==> config.mk <==
export PLATFORM = sky130hd
export DESIGN_NAME = bft_stream_endpoint_flat
export DESIGN_NICKNAME = d
export VERILOG_FILES = /design/src/rtl/bft_stream_endpoint_if.sv /design/src/rtl/bft_stream_endpoint.sv /design/src/flat_wrapper.sv
export SDC_FILE = /design/constraint.sdc
export NUM_CORES = 2
export LEC_CHECK = 0
export BUFFER_PORTS_ARGS = -buffer_cell sky130_fd_sc_hd__clkbuf_2
export CAP_MARGIN = 20
export CORE_ASPECT_RATIO = 0.9
export CORE_MARGIN = 3
export CORE_UTILIZATION = 35
export CTS_CLUSTER_SIZE = 12
export DETAILED_ROUTE_END_ITERATION = 8
export MAX_ROUTING_LAYER = met4
export SLEW_MARGIN = 20
export SYNTH_ARGS = -nofsm -noshare
export SYNTH_HDL_FRONTEND = slang
export SYNTH_SLANG_ARGS = --single-unit
==> constraint.sdc <==
create_clock -name clk -period 3.4 [get_ports clk]
set_clock_uncertainty 0.1 [all_clocks]
set_input_delay 0.34 -clock clk [delete_from_list [all_inputs] [get_ports clk]]
set_output_delay 0.34 -clock clk [all_outputs]
set_load 0.05 [all_outputs]
==> src/rtl/bft_stream_endpoint_if.sv <==
// Handshake/packet bundle between a BFT stream endpoint and its user.
// master = user/network side, slave = endpoint.
interface bft_stream_endpoint_if #(
   parameter int PACKET_BITS  = 49,
   parameter int PAYLOAD_BITS = 32,
   parameter int CREDIT_BITS  = 8
);
   logic [PACKET_BITS-1:0]  din_leaf_bft2interface;
   logic [PACKET_BITS-1:0]  dout_leaf_interface2bft;
   logic [PAYLOAD_BITS-1:0] tx_data;
   logic                    tx_vld;
   logic                    tx_ack;
   logic [PAYLOAD_BITS-1:0] rx_data;
   logic                    rx_vld;
   logic                    rx_ack;
   logic                    resend;
   logic [CREDIT_BITS-1:0]  credit_cnt;
   logic                    rx_overflow;

   modport master (
      output din_leaf_bft2interface, tx_data, tx_vld,
      output rx_ack, resend,
      input  dout_leaf_interface2bft, tx_ack, rx_data,
      input  rx_vld, credit_cnt, rx_overflow
   );

   modport slave (
      input  din_leaf_bft2interface, tx_data, tx_vld,
      input  rx_ack, resend,
      output dout_leaf_interface2bft, tx_ack, rx_data,
      output rx_vld, credit_cnt, rx_overflow
   );
endinterface

==> src/rtl/bft_stream_endpoint.sv <==
// BFT stream endpoint: ap_vld/ap_ack <-> 49-bit packets with credit flow control.
// Optional last-packet resend is built when BFT_EP_RESEND_EN is defined.
module bft_stream_endpoint #(
   parameter int PACKET_BITS           = 49,
   parameter int PAYLOAD_BITS          = 32,
   parameter int NUM_LEAF_BITS         = 4,
   parameter int NUM_PORT_BITS         = 4,
   parameter int DEST_LEAF             = 1,
   parameter int DEST_PORT             = 1,
   parameter int SELF_LEAF             = 0,
   parameter int SELF_PORT             = 1,
   parameter int RX_ADDR_BITS          = 7,
   parameter int FREESPACE_UPDATE_SIZE = 64,
   parameter int CREDIT_BITS           = 8
) (
   input logic                  clk,
   input logic                  reset,
   bft_stream_endpoint_if.slave bus
);
   localparam int PB    = PAYLOAD_BITS;
   localparam int NLB   = NUM_LEAF_BITS;
   localparam int NPB   = NUM_PORT_BITS;
   localparam int AB    = RX_ADDR_BITS;
   localparam int DEPTH = 1 << AB;
   localparam int PCW   = $clog2(FREESPACE_UPDATE_SIZE + 1);
   localparam int CW    = CREDIT_BITS + 2;

   typedef enum logic {
      S_IDLE,
      S_ACK
   } state_e;

   logic [PACKET_BITS-1:0] din;
   logic                   in_vld;
   logic [NLB-1:0]         in_dleaf;
   logic [NPB-1:0]         in_dport;
   logic                   is_mine;
   logic                   is_ctrl;
   logic                   is_data;
   logic                   unused_src;

   assign din        = bus.din_leaf_bft2interface;
   assign in_vld     = din[PB+2*NPB+2*NLB];
   assign in_dleaf   = din[PB+2*NPB+NLB +: NLB];
   assign in_dport   = din[PB+NPB+NLB +: NPB];
   assign unused_src = ^din[PB +: NPB+NLB];
   assign is_mine    = in_vld && (in_dleaf == NLB'(SELF_LEAF));
   assign is_ctrl    = is_mine && (in_dport == '0);
   assign is_data    = is_mine && (in_dport == NPB'(SELF_PORT));

   // RX FIFO; the extra pointer MSB separates full from empty
   logic [AB:0]   wr_q, wr_d;
   logic [AB:0]   rd_q, rd_d;
   logic [PB-1:0] mem_q [DEPTH];
   logic          empty;
   logic          full;
   logic          push;
   logic          pop;
   logic          ovf_q, ovf_d;

   assign empty = (wr_q == rd_q);
   assign full  = (wr_q[AB] != rd_q[AB]) &&
                  (wr_q[AB-1:0] == rd_q[AB-1:0]);
   assign push  = is_data && !full;
   assign pop   = bus.rx_ack && !empty;
   assign wr_d  = push ? wr_q + (AB+1)'(1) : wr_q;
   assign rd_d  = pop ? rd_q + (AB+1)'(1) : rd_q;
   assign ovf_d = ovf_q | (is_data && full);

   always_ff @(posedge clk) begin
      if (push) mem_q[wr_q[AB-1:0]] <= din[PB-1:0];
   end

   assign bus.rx_vld      = !empty;
   assign bus.rx_data     = empty ? '0 : mem_q[rd_q[AB-1:0]];
   assign bus.rx_overflow = ovf_q;

   logic [PCW-1:0] popcnt_q, popcnt_d;
   logic           thresh;
   logic           pend_q, pend_d;
   logic           pend_clr;

   always_comb begin
      popcnt_d = popcnt_q;
      thresh   = 1'b0;
      if (pop) begin
         if (popcnt_q == PCW'(FREESPACE_UPDATE_SIZE - 1)) begin
            popcnt_d = '0;
            thresh   = 1'b1;
         end else begin
            popcnt_d = popcnt_q + PCW'(1);
         end
      end
   end

   assign pend_d = (pend_q & ~pend_clr) | thresh;

   logic [PACKET_BITS-1:0] data_pkt;
   logic [PACKET_BITS-1:0] cred_pkt;

   assign data_pkt = {1'b1, NLB'(DEST_LEAF), NPB'(DEST_PORT),
                      NLB'(SELF_LEAF), NPB'(SELF_PORT), bus.tx_data};
   assign cred_pkt = {1'b1, NLB'(DEST_LEAF), {NPB{1'b0}},
                      NLB'(SELF_LEAF), NPB'(SELF_PORT),
                      PB'(FREESPACE_UPDATE_SIZE)};

`ifdef BFT_EP_RESEND_EN
   logic [PACKET_BITS-1:0] last_q;
   logic                   last_vld_q;
`else
   logic unused_resend;
   assign unused_resend = bus.resend;
`endif

   state_e                 state_q, state_d;
   logic [PACKET_BITS-1:0] dout_q, dout_d;
   logic                   ack_q, ack_d;
   logic                   dec;
   logic [CREDIT_BITS-1:0] credit_q, credit_d;

   // Credit packet wins over resend, which wins over new data
   always_comb begin
      state_d  = state_q;
      dout_d   = '0;
      ack_d    = 1'b0;
      dec      = 1'b0;
      pend_clr = 1'b0;
      unique case (state_q)
         S_IDLE: begin
            if (pend_q) begin
               dout_d   = cred_pkt;
               pend_clr = 1'b1;
               state_d  = S_ACK;
            end
`ifdef BFT_EP_RESEND_EN
            else if (bus.resend && last_vld_q) begin
               dout_d  = last_q;
               state_d = S_ACK;
            end
`endif
            else if (bus.tx_vld && (credit_q != '0)) begin
               dout_d  = data_pkt;
               ack_d   = 1'b1;
               dec     = 1'b1;
               state_d = S_ACK;
            end
         end
         S_ACK:   state_d = S_IDLE;
         default: state_d = S_IDLE;
      endcase
   end

   logic [CW-1:0] upd;
   logic [CW-1:0] csum;

   always_comb begin
      upd  = is_ctrl ? {2'b00, din[CREDIT_BITS-1:0]} : '0;
      csum = {2'b00, credit_q} + upd - CW'(dec);
      if (csum > {2'b00, {CREDIT_BITS{1'b1}}}) begin
         credit_d = '1;
      end else begin
         credit_d = csum[CREDIT_BITS-1:0];
      end
   end

   always_ff @(posedge clk or negedge reset) begin
      if (!reset) begin
         state_q  <= S_IDLE;
         dout_q   <= '0;
         ack_q    <= 1'b0;
         credit_q <= '0;
         wr_q     <= '0;
         rd_q     <= '0;
         popcnt_q <= '0;
         pend_q   <= 1'b0;
         ovf_q    <= 1'b0;
      end else begin
         state_q  <= state_d;
         dout_q   <= dout_d;
         ack_q    <= ack_d;
         credit_q <= credit_d;
         wr_q     <= wr_d;
         rd_q     <= rd_d;
         popcnt_q <= popcnt_d;
         pend_q   <= pend_d;
         ovf_q    <= ovf_d;
      end
   end

`ifdef BFT_EP_RESEND_EN
   always_ff @(posedge clk or negedge reset) begin
      if (!reset) begin
         last_q     <= '0;
         last_vld_q <= 1'b0;
      end else if (ack_d) begin
         last_q     <= data_pkt;
         last_vld_q <= 1'b1;
      end
   end
`endif

   assign bus.dout_leaf_interface2bft = dout_q;
   assign bus.tx_ack                  = ack_q;
   assign bus.credit_cnt              = credit_q;
endmodule

==> src/flat_wrapper.sv <==
// flat-port wrapper written by rule: the top's interface ports become plain ports
module bft_stream_endpoint_flat 
#(
   parameter int PACKET_BITS           = 49,
   parameter int PAYLOAD_BITS          = 32,
   parameter int NUM_LEAF_BITS         = 4,
   parameter int NUM_PORT_BITS         = 4,
   parameter int DEST_LEAF             = 1,
   parameter int DEST_PORT             = 1,
   parameter int SELF_LEAF             = 0,
   parameter int SELF_PORT             = 1,
   parameter int RX_ADDR_BITS          = 7,
   parameter int FREESPACE_UPDATE_SIZE = 64,
   parameter int CREDIT_BITS           = 8
)
  (clk, reset, bus_din_leaf_bft2interface, bus_tx_data, bus_tx_vld, bus_rx_ack, bus_resend, bus_dout_leaf_interface2bft, bus_tx_ack, bus_rx_data, bus_rx_vld, bus_credit_cnt, bus_rx_overflow);
  bft_stream_endpoint_if #(.PACKET_BITS(PACKET_BITS), .PAYLOAD_BITS(PAYLOAD_BITS), .CREDIT_BITS(CREDIT_BITS)) bus_i ();
  input logic clk;
  input logic reset;
  input wire logic [$bits(bus_i.din_leaf_bft2interface)-1:0] bus_din_leaf_bft2interface;
  input wire logic [$bits(bus_i.tx_data)-1:0] bus_tx_data;
  input wire logic [$bits(bus_i.tx_vld)-1:0] bus_tx_vld;
  input wire logic [$bits(bus_i.rx_ack)-1:0] bus_rx_ack;
  input wire logic [$bits(bus_i.resend)-1:0] bus_resend;
  output wire logic [$bits(bus_i.dout_leaf_interface2bft)-1:0] bus_dout_leaf_interface2bft;
  output wire logic [$bits(bus_i.tx_ack)-1:0] bus_tx_ack;
  output wire logic [$bits(bus_i.rx_data)-1:0] bus_rx_data;
  output wire logic [$bits(bus_i.rx_vld)-1:0] bus_rx_vld;
  output wire logic [$bits(bus_i.credit_cnt)-1:0] bus_credit_cnt;
  output wire logic [$bits(bus_i.rx_overflow)-1:0] bus_rx_overflow;
  assign bus_i.din_leaf_bft2interface = bus_din_leaf_bft2interface;
  assign bus_i.tx_data = bus_tx_data;
  assign bus_i.tx_vld = bus_tx_vld;
  assign bus_i.rx_ack = bus_rx_ack;
  assign bus_i.resend = bus_resend;
  assign bus_dout_leaf_interface2bft = bus_i.dout_leaf_interface2bft;
  assign bus_tx_ack = bus_i.tx_ack;
  assign bus_rx_data = bus_i.rx_data;
  assign bus_rx_vld = bus_i.rx_vld;
  assign bus_credit_cnt = bus_i.credit_cnt;
  assign bus_rx_overflow = bus_i.rx_overflow;
  bft_stream_endpoint #(.PACKET_BITS(PACKET_BITS), .PAYLOAD_BITS(PAYLOAD_BITS), .NUM_LEAF_BITS(NUM_LEAF_BITS), .NUM_PORT_BITS(NUM_PORT_BITS), .DEST_LEAF(DEST_LEAF), .DEST_PORT(DEST_PORT), .SELF_LEAF(SELF_LEAF), .SELF_PORT(SELF_PORT), .RX_ADDR_BITS(RX_ADDR_BITS), .FREESPACE_UPDATE_SIZE(FREESPACE_UPDATE_SIZE), .CREDIT_BITS(CREDIT_BITS)) u_core (.clk(clk), .reset(reset), .bus(bus_i));
endmodule
Word-level counts from Yosys, hierarchy flattened
Memory sizes are Yosys's and may differ from the RTL's.
Cells that the tools add are included.

operators by class
  reductions and logical operators = 13
  equal/unequal tests = 5
  magnitude comparators = 1
  add/sub/neg operators = 5
  bitwise operators = 5
  multiplexer cells = 18

operators by type and width
  kind                 number
  $mux 49              3
  $mux 32              1
  $add 8x1->8 const B  2
  $mux 8               2
  $add 8x10->10        1
  $gt 10x8->1 const B  1
  $mux 1               10
  $sub 10x1->10        1
  $eq 8x8->1           1
  $logic_and 1x1->1    8
  $logic_not 4->1      2
  $reduce_bool 8->1    1
  $add 7x1->7 const B  1
  $eq 7x6->1 const B   1
  $eq 7x7->1           1
  $mux 7               1
  $eq 4x1->1 const B   1
  $logic_not 1->1      2
  $not 1->1            2
  $or 1x1->1           2
  $pmux 1 s2           1
  $and 1x1->1          1
  $ne 1x1->1           1

word-level totals
  word-level logic and storage cells = 57
  memory bits (writable) = 4096
  memories kept = 1
  output and inout port bits = 92
  input bits = 86
  register bits after elaboration = 84

memories
  name          depth  bits a word  read ports  clocked after Yosys merged registers in  write ports  line                       source
  u_core.mem_q  128    32           1           0                                        1            bft_stream_endpoint.sv:54  logic [PB-1:0] mem_q [DEPTH];

Longest topological paths before layout
  word-level depth = 8
  gate-level depth with buffers = 16
  mapped depth without buffers = 15

Least setup slack after synthesis
OpenSTA, ideal clock, no wires.

  path kind = input to register
  start = in bus_din_leaf_bft2interface[45]
  end = mem u_core.mem_q[57][0] in the netlist's numbering (enable)
  arrival time = 3279 ps
  stages = 8
  path buffers = 2
  required time = 2879 ps
  library setup time = 421 ps
  slack = -401 ps
  cell sequence = nor4_2 > nand4_1 > a31oi_4 > nand2b_1 > or3b_1 > clkbuf_1 > buf_2 > nor2_1

between the ends
  cells in the longest elaborated chain, start to end = 6

ends and longest elaborated chain
  element                       line                       source
  start: declaration            flat_wrapper.sv:20         input wire logic [$bits(bus_i.din_leaf_bft2interface)-1:0] bus_din_leaf_bft2interface;
  $logic_not 4->1               bft_stream_endpoint.sv:47  assign is_mine = in_vld && (in_dleaf == NLB'(SELF_LEAF));
  $logic_and 1x1->1             bft_stream_endpoint.sv:47
  $logic_and 1x1->1             bft_stream_endpoint.sv:49  assign is_data = is_mine && (in_dport == NPB'(SELF_PORT));
  $logic_and 1x1->1             bft_stream_endpoint.sv:64  assign push = is_data && !full;
  $mux 1                        bft_stream_endpoint.sv:71  if (push) mem_q[wr_q[AB-1:0]] <= din[PB-1:0];
  $mux 1 (implied by the code)  bft_stream_endpoint.sv:71
  end: declaration              bft_stream_endpoint.sv:54

No other way between the ends.

Worst setup path after layout
  start = reg u_core.rd_q[0]
  end = out bus_rx_data[19]

between the ends
  cells in the longest elaborated chain, start to end = 2
  elaborated cells on any way between the ends = 3
  those cells by class = eq/ne (1); mux (1); memory (1)

ends and longest elaborated chain
  element                                       line                        source
  start: declaration                            bft_stream_endpoint.sv:53   logic [AB:0] rd_q, rd_d;
  start signal: assignment                      bft_stream_endpoint.sv:183  rd_q <= rd_d;
  $mem_v2 128x32 or $eq 8x8->1 (tied branches)  n/a
  $mux 32 (*)                                   bft_stream_endpoint.sv:75   assign bus.rx_data = empty ? '0 : mem_q[rd_q[AB-1:0]];
  end: declaration                              flat_wrapper.sv:27          output wire logic [$bits(bus_i.rx_data)-1:0] bus_rx_data;

Mark *: on every way between the ends. The rest lies on a longest branch, timed or not.

==> reports/metrics.yaml <==
clock_network:
  cts_buffer_depth: 4
  clkLatencyLatePin_ps: 1010
  h-tree-depth: 5
  cts_tree: "yes"
  cts_buffers: 407
  cts_root_buf: "clkbuf_16"
  clk_pin_slew_worst_paths_ps: 60
  cts_sinks: 4163
timing:
  period_minus_slack_ps: 5000
  period_share: 1.47
  finalHoldViolCount: 0
  tightest_slew_ps: 1150
  drv_slew: 0
  fin_ws_ps: -1600
  fin_setup_tns_ps: -1182290
  finalSetupViolations: 4128
  fmax_mhz: 200
  slew_headroom: 0.230
  rsz0062_at_grt: "true"
drt:
  ant_nets: 0
  drt-total-wl_mm: 484
  drcViolationCount: 0
  routedWlPerCell_um: 31.7
  drt_iter0_markers: 12115
  firstDrtPassIters: 8
  routed-via-count: 85321
  via_per_inst: 5.59
critical_path:
  r2r_start: "u_core.rd_q[0]$_DFFE_PN0P_"
  crit_type: "flip-flop to output pin"
  crit_path_end_kind: "output pin"
  cp-startpoint: "u_core.rd_q[0]$_DFFE_PN0P_"
  slowest_stage: "dfrtp_4"
  crit_top_cell: "buf_12"
  required_ps: 2960
  path_cells: "buf_12 > buf_12 > buf_16 > buf_12 > buf_16 > buf_4 > mux4_2 > a22oi_2 > nand2_2 > o22ai_4 > buf_6 > nand4_1 > buf_4 > and3_4 > clkbuf_16"
  cp-start-kind: "flip-flop"
  cp.arrival_ps: 4560
  critPathMaxFanout: 6
  crit_path_max_incr_delay_ps: 500
global_routing:
  grt_pass1_vias: 84519
  antenna_found_initial: 33
  grt_usage: 0.209
  globalRouteOverflowTotal: 0
  met2_usage: 0.321
  grt_first_pass_wirelength_mm: 670
  grtUsageMet3: 0.0409
  grt_max_degree: 129
  grt_use_met1: 0.283
  grt.busiest_layer: "met2"
cells_and_area:
  drive_gt1_frac: 0.362
  syn2layout_area_growth_pct: 25.1
  num-fill-cells: 37694
  nNetsFinal: 9130
  regArea_um2: 125000
  multi_input_area_um2: 35500
status:
  violations: "negative setup slack"
  status: "finished with violations"
logic_synthesis:
  ys_warn_count: 0
  yosys.area_share.simple: 0.0169
  synthFlopType: "edfxtp_1"
  synthAdderAreaFrac: 0.00161
  async_reset_ff_frac: 0.0161
  synth_compound_area_frac: 0.0325
  synth_edf_count: 4096
  syn_inst: 7367
  syn_area_um2: 160000
  ys_seq_area_frac: 0.781
  muxShareOfSynthArea: 0.152
  netlist-cell-type-count: 53
  synth_top_family_by_area: "multiplexers"
  synth.avg_cell_area_um2: 21.7
  ys_seq_elements: 4163
  synth-xor-area-share: 0.00148
die:
  ioPinCount: 178
  rows: 234
  initial_core_util: 0.352
  core_area_um2: 453000
  die_h_um: 647
  dieWidth_um: 718
  die_area_um2: 464000
hold_path:
  hp-class: "input pin to flip-flop"
  hold_start: "bus_tx_vld"
power:
  cellLeakagePower_nw: 65.2
  power.density_nw_per_um2: 782
  ir_drop_mv: 0.794
  power.total_mw: 156
placed_design:
  hpwl_mm: 302
  gp_congestion: 0.856
  pre_cts_slack_ps: -1510
  port-buffer-count: 155
run:
  maxCapViolCount: 0
[repair_timing]
item,in CTS,in global routing
setup endpoints to repair,2432,4129
resized for setup,570,212
pin swaps,125,104
endpoints found under the hold margin,1433,0
setup buffers,114,90
gates cloned,31,14
hold buffers,134,0
[placed cells by master (no fill, tap or decap), drive strengths merged, types with 19 or more instances in the layout]
cell,netlist,final
edfxtp,4096,4096
buf,243,1403
mux4,832,832
clkbuf,196,655
mux2i,508,508
a22oi,259,259
nor2,162,162
nand2,154,154
a21oi,137,137
dlygate4sd3,0,133
o21ai,75,75
clkinv,0,73
nand3,72,72
dfrtp,67,67
and3,48,48
a22o,45,45
a31oi,44,44
inv,28,43
a211o,42,42
o22ai,41,41
nand4,39,39
and2,38,38
mux2,33,33
a222oi,32,32
nor3,27,27
o211ai,25,25
a31o,23,23
ha,19,19
[flip-flops by register name, indices dropped and copies added (netlist names)]
| name | flops |
|---|---|
| u_core.mem_q | 4096 |
| u_core.bus.dout_leaf_interface2bft | 34 |
| u_core.bus.credit_cnt | 8 |
| u_core.rd_q | 8 |
| u_core.wr_q | 8 |
| u_core.popcnt_q | 7 |
| u_core.bus.rx_overflow | 1 |
| u_core.pend_q | 1 |
[cell usage after synthesis, drive strengths merged, types with 3 or more instances]
cell type  count  area share
a222oi        32      0.0020
nor2         162      0.0038
a31oi         44      0.0018
a221oi         7     0.00038
nor4           6     0.00031
and2          38      0.0015
dfrtp         67       0.011
nand2b         4     0.00016
ha            19      0.0015
mux2          33      0.0023
and3          48      0.0019
o21a           3     0.00014
a31o          23      0.0013
buf          243      0.0095
o22ai         41      0.0016
o21ai         75      0.0024
nand4b         3     0.00016
edfxtp      4096        0.77
a22o          45      0.0025
xnor2         14     0.00077
nand3         72      0.0023
clkbuf       196      0.0046
mux4         832        0.12
inv           28     0.00066
nand2        154      0.0036
o21bai         3     0.00014
nand4         39      0.0015
a211o         42      0.0023
nor3          27     0.00085
a21oi        137      0.0043
nor2b         14     0.00055
mux2i        508       0.032
a22oi        259       0.012
xor2          13     0.00071
o211ai        25      0.0012
[worst max-delay path: cells and delay by family (launching register included)]
family / cells / cell delay, ps
AOI/OAI and AO/OA: 2 / 500
buffers and inverters: 9 / 1470
DFF: 1 / 500
muxes: 1 / 420
and+or+nand+nor: 3 / 700
[path summary, 6_finish.rpt]
kind / to / slack, ps / cells past startpoint
setup / recovery: bus_rx_data[19] / -1600 / 15
hold / removal: u_core.bus.dout_leaf_interface2bft[44]$_DFF_PN0_ / 160 / 4
setup reg to reg: u_core.mem_q[78][3]$_DFFE_PP_ / -520 / 18
hold reg to reg: u_core.wr_q[7]$_DFFE_PN0P_ / 400 / 1
max in group asynchronous: u_core.rd_q[3]$_DFFE_PN0P_ / 2350 / 4
min in group asynchronous: u_core.bus.rx_overflow$_DFF_PN0_ / 500 / 4
[final cells by class]
class,instances,share of cell area
Sequential cell,4163,0.625
Clock buffer,530,0.0539
Inverter,28,0.000564
Clock inverter,92,0.00427
Antenna cell,12,0.000150
Timing Repair Buffer,1675,0.101
Tap cell,6018,0.0377
Multi-Input combinational cell,2749,0.178
[where the power goes]
group          switching, mW  total (mW)  internal (mW)
combinational           30.6        58.1           27.5
clock                   18.8        41.2           22.4
sequential             0.255        56.7           56.5
total                   49.7         156            106
[routing by layer]
layer  wire [um]  share of wire
met1      194000           0.40
met5           0              0
met2      227000           0.47
met4       16300          0.034
met3       46900          0.097
[kinds of logic after synthesis]
family	Yosys count
compound gates	743
xor+xnor	27
fa+ha+maj	20
buf+inv	467
flops	4163
mux	1373
other cells	1
simple gates	573
[metrics by stage]
| step | area [um^2] | instances | utilization | hold WS [ps] |
|---|---|---|---|---|
| after floorplan | 160000 | 7379 | - | -55.6 |
| after global placement | 180000 | 14268 | 0.398 | 341 |
| after detailed placement | 180000 | 14269 | 0.398 | 363 |
| after CTS | 198000 | 15166 | 0.437 | 62.6 |
| after global routing | 200000 | 15260 | 0.441 | 155 |
| final | 200000 | 15267 | 0.441 | 158 |
(Power assumes the default switching activity.)
